`src/rtl/regfile_sb_if.sv`:
```
// regfile_sb_if: read/write/issue bus of the scoreboarded register file.
interface regfile_sb_if #(
    parameter int DATA_WIDTH        = 32,
    parameter int NB_OF_REGS        = 32,
    parameter int ADDRESS_BIT_WIDTH = 5,
    parameter int NB_RD_PORTS       = 2
);
    logic                                      en;
    logic [NB_RD_PORTS*ADDRESS_BIT_WIDTH-1:0]  rd_addr;
    logic [NB_RD_PORTS*DATA_WIDTH-1:0]         rd_data;
    logic [NB_RD_PORTS-1:0]                    rd_busy;
    logic                                      we;
    logic [ADDRESS_BIT_WIDTH-1:0]              wa;
    logic [DATA_WIDTH-1:0]                     wd;
    logic                                      iss_valid;
    logic [ADDRESS_BIT_WIDTH-1:0]              iss_addr;
    logic                                      iss_ready;
    logic [NB_OF_REGS-1:0]                     busy_vec;
    logic                                      wb_unexp;
    modport master (
        output en, rd_addr, we, wa, wd, iss_valid, iss_addr,
        input  rd_data, rd_busy, iss_ready, busy_vec, wb_unexp
    );
    modport slave (
        input  en, rd_addr, we, wa, wd, iss_valid, iss_addr,
        output rd_data, rd_busy, iss_ready, busy_vec, wb_unexp
    );
endinterface

```
`src/rtl/regfile_sb.sv`:
```
// regfile_sb: multi-read, single-write register file with x0 = 0, optional
// write bypass and a per-register pending scoreboard for RAW/WAW detection.
module regfile_sb #(
    parameter int                    DATA_WIDTH        = 32,
    parameter int                    NB_OF_REGS        = 32,
    parameter int                    ADDRESS_BIT_WIDTH = 5,
    parameter int                    NB_RD_PORTS       = 2,
    parameter int                    BYPASS            = 1,
    parameter logic [DATA_WIDTH-1:0] RESET_VALUE       = '0
) (
    input logic          clk,
    input logic          rst,
    regfile_sb_if.slave  bus
);
    localparam int AW = ADDRESS_BIT_WIDTH;
    localparam int DW = DATA_WIDTH;

    logic [DW-1:0]         mem [1:NB_OF_REGS-1];
    logic [NB_OF_REGS-1:1] busy_r;
    logic [NB_OF_REGS-1:0] busy;
    logic                  wr_ok, clr, acc, iss_ok, unexp;

    assign busy   = {busy_r, 1'b0};
    assign wr_ok  = bus.we && bus.wa != '0 && int'(bus.wa) < NB_OF_REGS;
    assign clr    = wr_ok && busy[bus.wa];
    assign iss_ok = int'(bus.iss_addr) < NB_OF_REGS;
    // a clear landing this cycle does not release the stall until next cycle
    assign bus.iss_ready = bus.en && !rst && iss_ok && !busy[bus.iss_addr];
    assign acc      = bus.iss_valid && bus.iss_ready;
    assign bus.busy_vec = busy;
    assign bus.wb_unexp = unexp;

    always_ff @(posedge clk or posedge rst) begin
        if (rst) begin
            for (int i = 1; i < NB_OF_REGS; i++) mem[i] <= RESET_VALUE;
            busy_r <= '0;
            unexp  <= 1'b0;
        end else if (bus.en) begin
            if (wr_ok) mem[bus.wa] <= bus.wd;
            // set has priority over clear on the same register
            for (int i = 1; i < NB_OF_REGS; i++)
                if (acc && int'(bus.iss_addr) == i) busy_r[i] <= 1'b1;
                else if (clr && int'(bus.wa) == i) busy_r[i] <= 1'b0;
            unexp <= wr_ok && !busy[bus.wa];
        end else begin
            unexp <= 1'b0;
        end
    end

    for (genvar k = 0; k < NB_RD_PORTS; k++) begin : g_rd
        logic [AW-1:0] a;
        logic          ok, hit;
        assign a   = bus.rd_addr[k*AW +: AW];
        assign ok  = a != '0 && int'(a) < NB_OF_REGS;
        assign hit = BYPASS != 0 && bus.we && bus.wa == a;
        assign bus.rd_data[k*DW +: DW] = (!bus.en || rst || !ok) ? '0 : hit ? bus.wd : mem[a];
        assign bus.rd_busy[k] = bus.en && !rst && ok && busy[a] && !hit;
    end
endmodule

```
`src/flat_wrapper.sv`:
```
// flat-port wrapper written by rule: the top's interface ports become plain ports
module regfile_sb_flat 
#(
    parameter int                    DATA_WIDTH        = 32,
    parameter int                    NB_OF_REGS        = 32,
    parameter int                    ADDRESS_BIT_WIDTH = 5,
    parameter int                    NB_RD_PORTS       = 2,
    parameter int                    BYPASS            = 1,
    parameter logic [DATA_WIDTH-1:0] RESET_VALUE       = '0
)
  (clk, rst, bus_en, bus_rd_addr, bus_we, bus_wa, bus_wd, bus_iss_valid, bus_iss_addr, bus_rd_data, bus_rd_busy, bus_iss_ready, bus_busy_vec, bus_wb_unexp);
  regfile_sb_if #(.DATA_WIDTH(DATA_WIDTH), .NB_OF_REGS(NB_OF_REGS), .ADDRESS_BIT_WIDTH(ADDRESS_BIT_WIDTH), .NB_RD_PORTS(NB_RD_PORTS)) bus_i ();
  input logic clk;
  input logic rst;
  input wire logic [$bits(bus_i.en)-1:0] bus_en;
  input wire logic [$bits(bus_i.rd_addr)-1:0] bus_rd_addr;
  input wire logic [$bits(bus_i.we)-1:0] bus_we;
  input wire logic [$bits(bus_i.wa)-1:0] bus_wa;
  input wire logic [$bits(bus_i.wd)-1:0] bus_wd;
  input wire logic [$bits(bus_i.iss_valid)-1:0] bus_iss_valid;
  input wire logic [$bits(bus_i.iss_addr)-1:0] bus_iss_addr;
  output wire logic [$bits(bus_i.rd_data)-1:0] bus_rd_data;
  output wire logic [$bits(bus_i.rd_busy)-1:0] bus_rd_busy;
  output wire logic [$bits(bus_i.iss_ready)-1:0] bus_iss_ready;
  output wire logic [$bits(bus_i.busy_vec)-1:0] bus_busy_vec;
  output wire logic [$bits(bus_i.wb_unexp)-1:0] bus_wb_unexp;
  assign bus_i.en = bus_en;
  assign bus_i.rd_addr = bus_rd_addr;
  assign bus_i.we = bus_we;
  assign bus_i.wa = bus_wa;
  assign bus_i.wd = bus_wd;
  assign bus_i.iss_valid = bus_iss_valid;
  assign bus_i.iss_addr = bus_iss_addr;
  assign bus_rd_data = bus_i.rd_data;
  assign bus_rd_busy = bus_i.rd_busy;
  assign bus_iss_ready = bus_i.iss_ready;
  assign bus_busy_vec = bus_i.busy_vec;
  assign bus_wb_unexp = bus_i.wb_unexp;
  regfile_sb #(.DATA_WIDTH(DATA_WIDTH), .NB_OF_REGS(NB_OF_REGS), .ADDRESS_BIT_WIDTH(ADDRESS_BIT_WIDTH), .NB_RD_PORTS(NB_RD_PORTS), .BYPASS(BYPASS), .RESET_VALUE(RESET_VALUE)) u_core (.clk(clk), .rst(rst), .bus(bus_i));
endmodule
```
`config.mk`:
```
export PLATFORM = sky130hd
export DESIGN_NAME = regfile_sb_flat
export DESIGN_NICKNAME = d
export VERILOG_FILES = /design/src/rtl/regfile_sb_if.sv /design/src/rtl/regfile_sb.sv /design/src/flat_wrapper.sv
export SDC_FILE = /design/constraint.sdc
export NUM_CORES = 2
export LEC_CHECK = 0
export CAP_MARGIN = 5
export CORE_MARGIN = 2
export CORE_UTILIZATION = 63
export DETAILED_ROUTE_END_ITERATION = 6
export GPL_ROUTABILITY_DRIVEN = 1
export HOLD_SLACK_MARGIN = 0.05
export PLACE_DENSITY_LB_ADDON = 0.05
export SLEW_MARGIN = 5
export SYNTH_ARGS = -nofsm -noshare
export SYNTH_HDL_FRONTEND = slang
export SYNTH_SLANG_ARGS = --single-unit
export TNS_END_PERCENT = 10
```
`constraint.sdc`:
```
create_clock -name clk -period 40.3 [get_ports clk]
set_clock_uncertainty 0.1 [all_clocks]
set_input_delay 6.045 -clock clk [delete_from_list [all_inputs] [get_ports clk]]
set_output_delay 6.045 -clock clk [all_outputs]
set_load 0.02 [all_outputs]
```
==> results_dict.tcl <==
set metrics [dict create \
    r2r_cells 4 \
    synth_area_leader_cell "dfrtp_1" \
    syn_to_final_growth_pct 10.7 \
    gp_congestion 0.919 \
    min_path_cells 1 \
    start_util_pct 63.7 \
    yosysMostFrequentCell "dfrtp_1" \
    grt_pass1_vias 39100 \
    antenna_left 0 \
    yosys-top-cells-count "1024 x dfrtp_1, 981 x mux2_2, 472 x mux4_2" \
    cap_viol_max_count 0 \
    worst_slew_pin_slew_ns 1.24 \
    hp-class "register to register" \
    clk_latency_ns 0.71 \
    hold_buffers 0 \
    critPathBufInv 4 \
    endpoint_kind "primary output" \
    cpMostUsedCell "buf_4" \
    cts_tree "yes" \
    syn-cell-area_um2 55300 \
    synth_top_area_share_pct 46.3 \
    p_leak_nw 26.7 \
    clk_path_buf_depth 3 \
    io_buffers 155 \
    fmax_ghz 0.0606 \
    drtIter0Drc 4933 \
    grt_use_total_pct 40.8 \
    synth_area_leaders "dfrtp_1 46%, mux2_2 20%, mux4_2 19%, o22ai_1 1.9%, mux2_1 1.6%" \
    period_minus_slack_ns 16.49 \
    p_per_area_nw_per_um2 46.8 \
    hold_viol_final 0 \
    first_pass_iters 5 \
    dp_hpwl_mm 97.4 \
    fp.dieW_um 300 \
    nFillCells 5753 \
    antenna_found_initial 5 \
    cp_data_arrival_time_ns 10.35 \
    required_ns 34.16 \
    grt_start_max_net_pins 176 \
    ys.warnings.count 0 \
    finish.net_count 3763 \
    synth_cell_type_count 60 \
    synth-edff-count 0 \
    crit_chain "buf_8 > buf_4 > buf_4 > mux2_2 > a22oi_1 > nor2_1 > a2111oi_0 > o21ai_1 > clkdlybuf4s50_1" \
    status "completed" \
    clk_pin_slew_ns 0.06 \
    ys_seq_area_share_pct 46.3 \
    slew_viol_final 0 \
    rows 108 \
    rsz0062_at_grt "no" \
    cts_resized 0 \
    route.detailed.drc 0 \
    cp.depth 9 \
    dieArea_um2 90200 \
    ir_drop_uv 39.4 \
    postCtsSetupRepairBufs 0 \
    cts.sinks 1024 \
    path_delay_family "buffers and inverters" \
    multi_input_area_um2 27900 \
    max_slew_margin_pct 17.1 \
    critPathMaxFanout 94 \
    synth_ff_type "dfrtp_1" \
    critPathMaxStageDelay_ns 0.95 \
    synthArstFlopShare_pct 100 \
    core-area_um2 86900 \
    avgRoutedWirePerCell_um 36.5 \
    start_kind "input pin" \
    fin_setup_tns_ns 0 \
    hold_slack_ns 0.413 \
    viasPerCell 7.65 \
    cts_root_buf "clkbuf_16" \
    io-pin-count 157 \
    setup_viol 0 \
    drt_wl_total_mm 181 \
    numCtsBuffers 108 \
    fp.dieH_um 300 \
    criticalPathCategory "input pin to primary output" \
    regArea_um2 25600 \
    avgSynthCellArea_um2 14.7 \
    ys_ff_latch 1024 \
    grt_pass1_wl_mm 266 \
    grt-ovfl-total 0 \
    slowest_stage "buf_4" \
    synth_fp_nets 3819 \
    drive_gt1_share_pct 47.1 \
    vias 37900 \
    htreeDepth 3 \
    fin_crit_sh_pct 40.9 \
    syn_inst 3762 \
]
logic make-up (layout without fill, tap and decap cells):
group | after synthesis | count (layout) | share of synthesized area [%]
simple gates | 335 | 335 | 3.02
flops | 1024 | 1024 | 46.3
compound gates | 405 | 405 | 5.37
xor+xnor | 10 | 10 | 0.158
buf+inv | 423 | 458 | 3.75
mux | 1564 | 1564 | 41.4
other cells | 1 | 4 | 0.00678
worst register-to-register path, cell delays in order, from the launching register on:
cell and delay [ns]:
dfrtp_1 0.48, mux4_2 0.56, nor4_1 0.97, nand2_1 0.11, o21ai_0 0.13
sequential cells by signal, summed over array words and instances, names as in the netlist:
register	cells
u_core.busy_r	31
u_core.mem	992
u_core.bus.wb_unexp	1
final timing paths:
kind	slack, ns	to	from
max in group asynchronous	31.50	u_core.mem[47]	rst
min in group asynchronous	5.85	u_core.busy_r[4]	rst
hold / removal	0.41	u_core.mem[498]	u_core.mem[498]
hold reg to reg	0.41	u_core.mem[498]	u_core.mem[498]
setup / recovery	23.81	bus_rd_data[63]	bus_rd_addr[6]
setup reg to reg	37.84	u_core.busy_r[9]	u_core.busy_r[11]
metal layers:
| layer | routed length, um | GRT usage [%] | part of all wire, % |
|---|---|---|---|
| met5 | 18 | 0 | 0.0099 |
| met4 | 8940 | 18.0 | 4.9 |
| met3 | 20500 | 11.4 | 11 |
| met2 | 84100 | 62.3 | 46 |
| met1 | 67500 | 55.3 | 37 |
cell usage in the layout (no fill, tap or decap), drive strengths merged, types with 43 or more instances in the layout:
cell,n
a22o,43
buf,95
clkbuf,148
clkdlybuf4s50,148
dfrtp,1024
mux2,1060
mux4,472
nand2,85
nor2,85
o22ai,169
per-stage QoR:
step | instance area [um2] | worst slack, ns | std cells | power [W] | util [%]
after CTS | 61200 | 23.85 | 4952 | 0.00286 | 70.5
after floorplan | 55300 | 5.34 | 3762 | 0.00162 | -
after global placement | 57300 | 23.82 | 4751 | 0.00173 | 65.9
after global routing | 61200 | 23.70 | 4952 | 0.00295 | 70.5
after detailed placement | 57300 | 23.82 | 4751 | 0.00176 | 65.9
final | 61300 | 23.81 | 4955 | 0.00286 | 70.5
where the power goes:
part / total [W] / internal, W / switching, W
clock network: 0.00111 / 0.000676 / 0.000436
logic: 0.000480 / 0.000267 / 0.000213
registers: 0.00127 / 0.00116 / 0.000108
area by class of cell:
class | count | area share [%]
Inverter | 14 | 0.0981
Tap cell | 1155 | 2.36
Multi-Input combinational cell | 2315 | 45.5
Timing Repair Buffer | 243 | 3.70
Clock inverter | 53 | 1.43
Sequential cell | 1024 | 41.8
Antenna cell | 3 | 0.0123
Clock buffer | 148 | 5.04
Note: power is estimated with default switching activity, not from simulation.
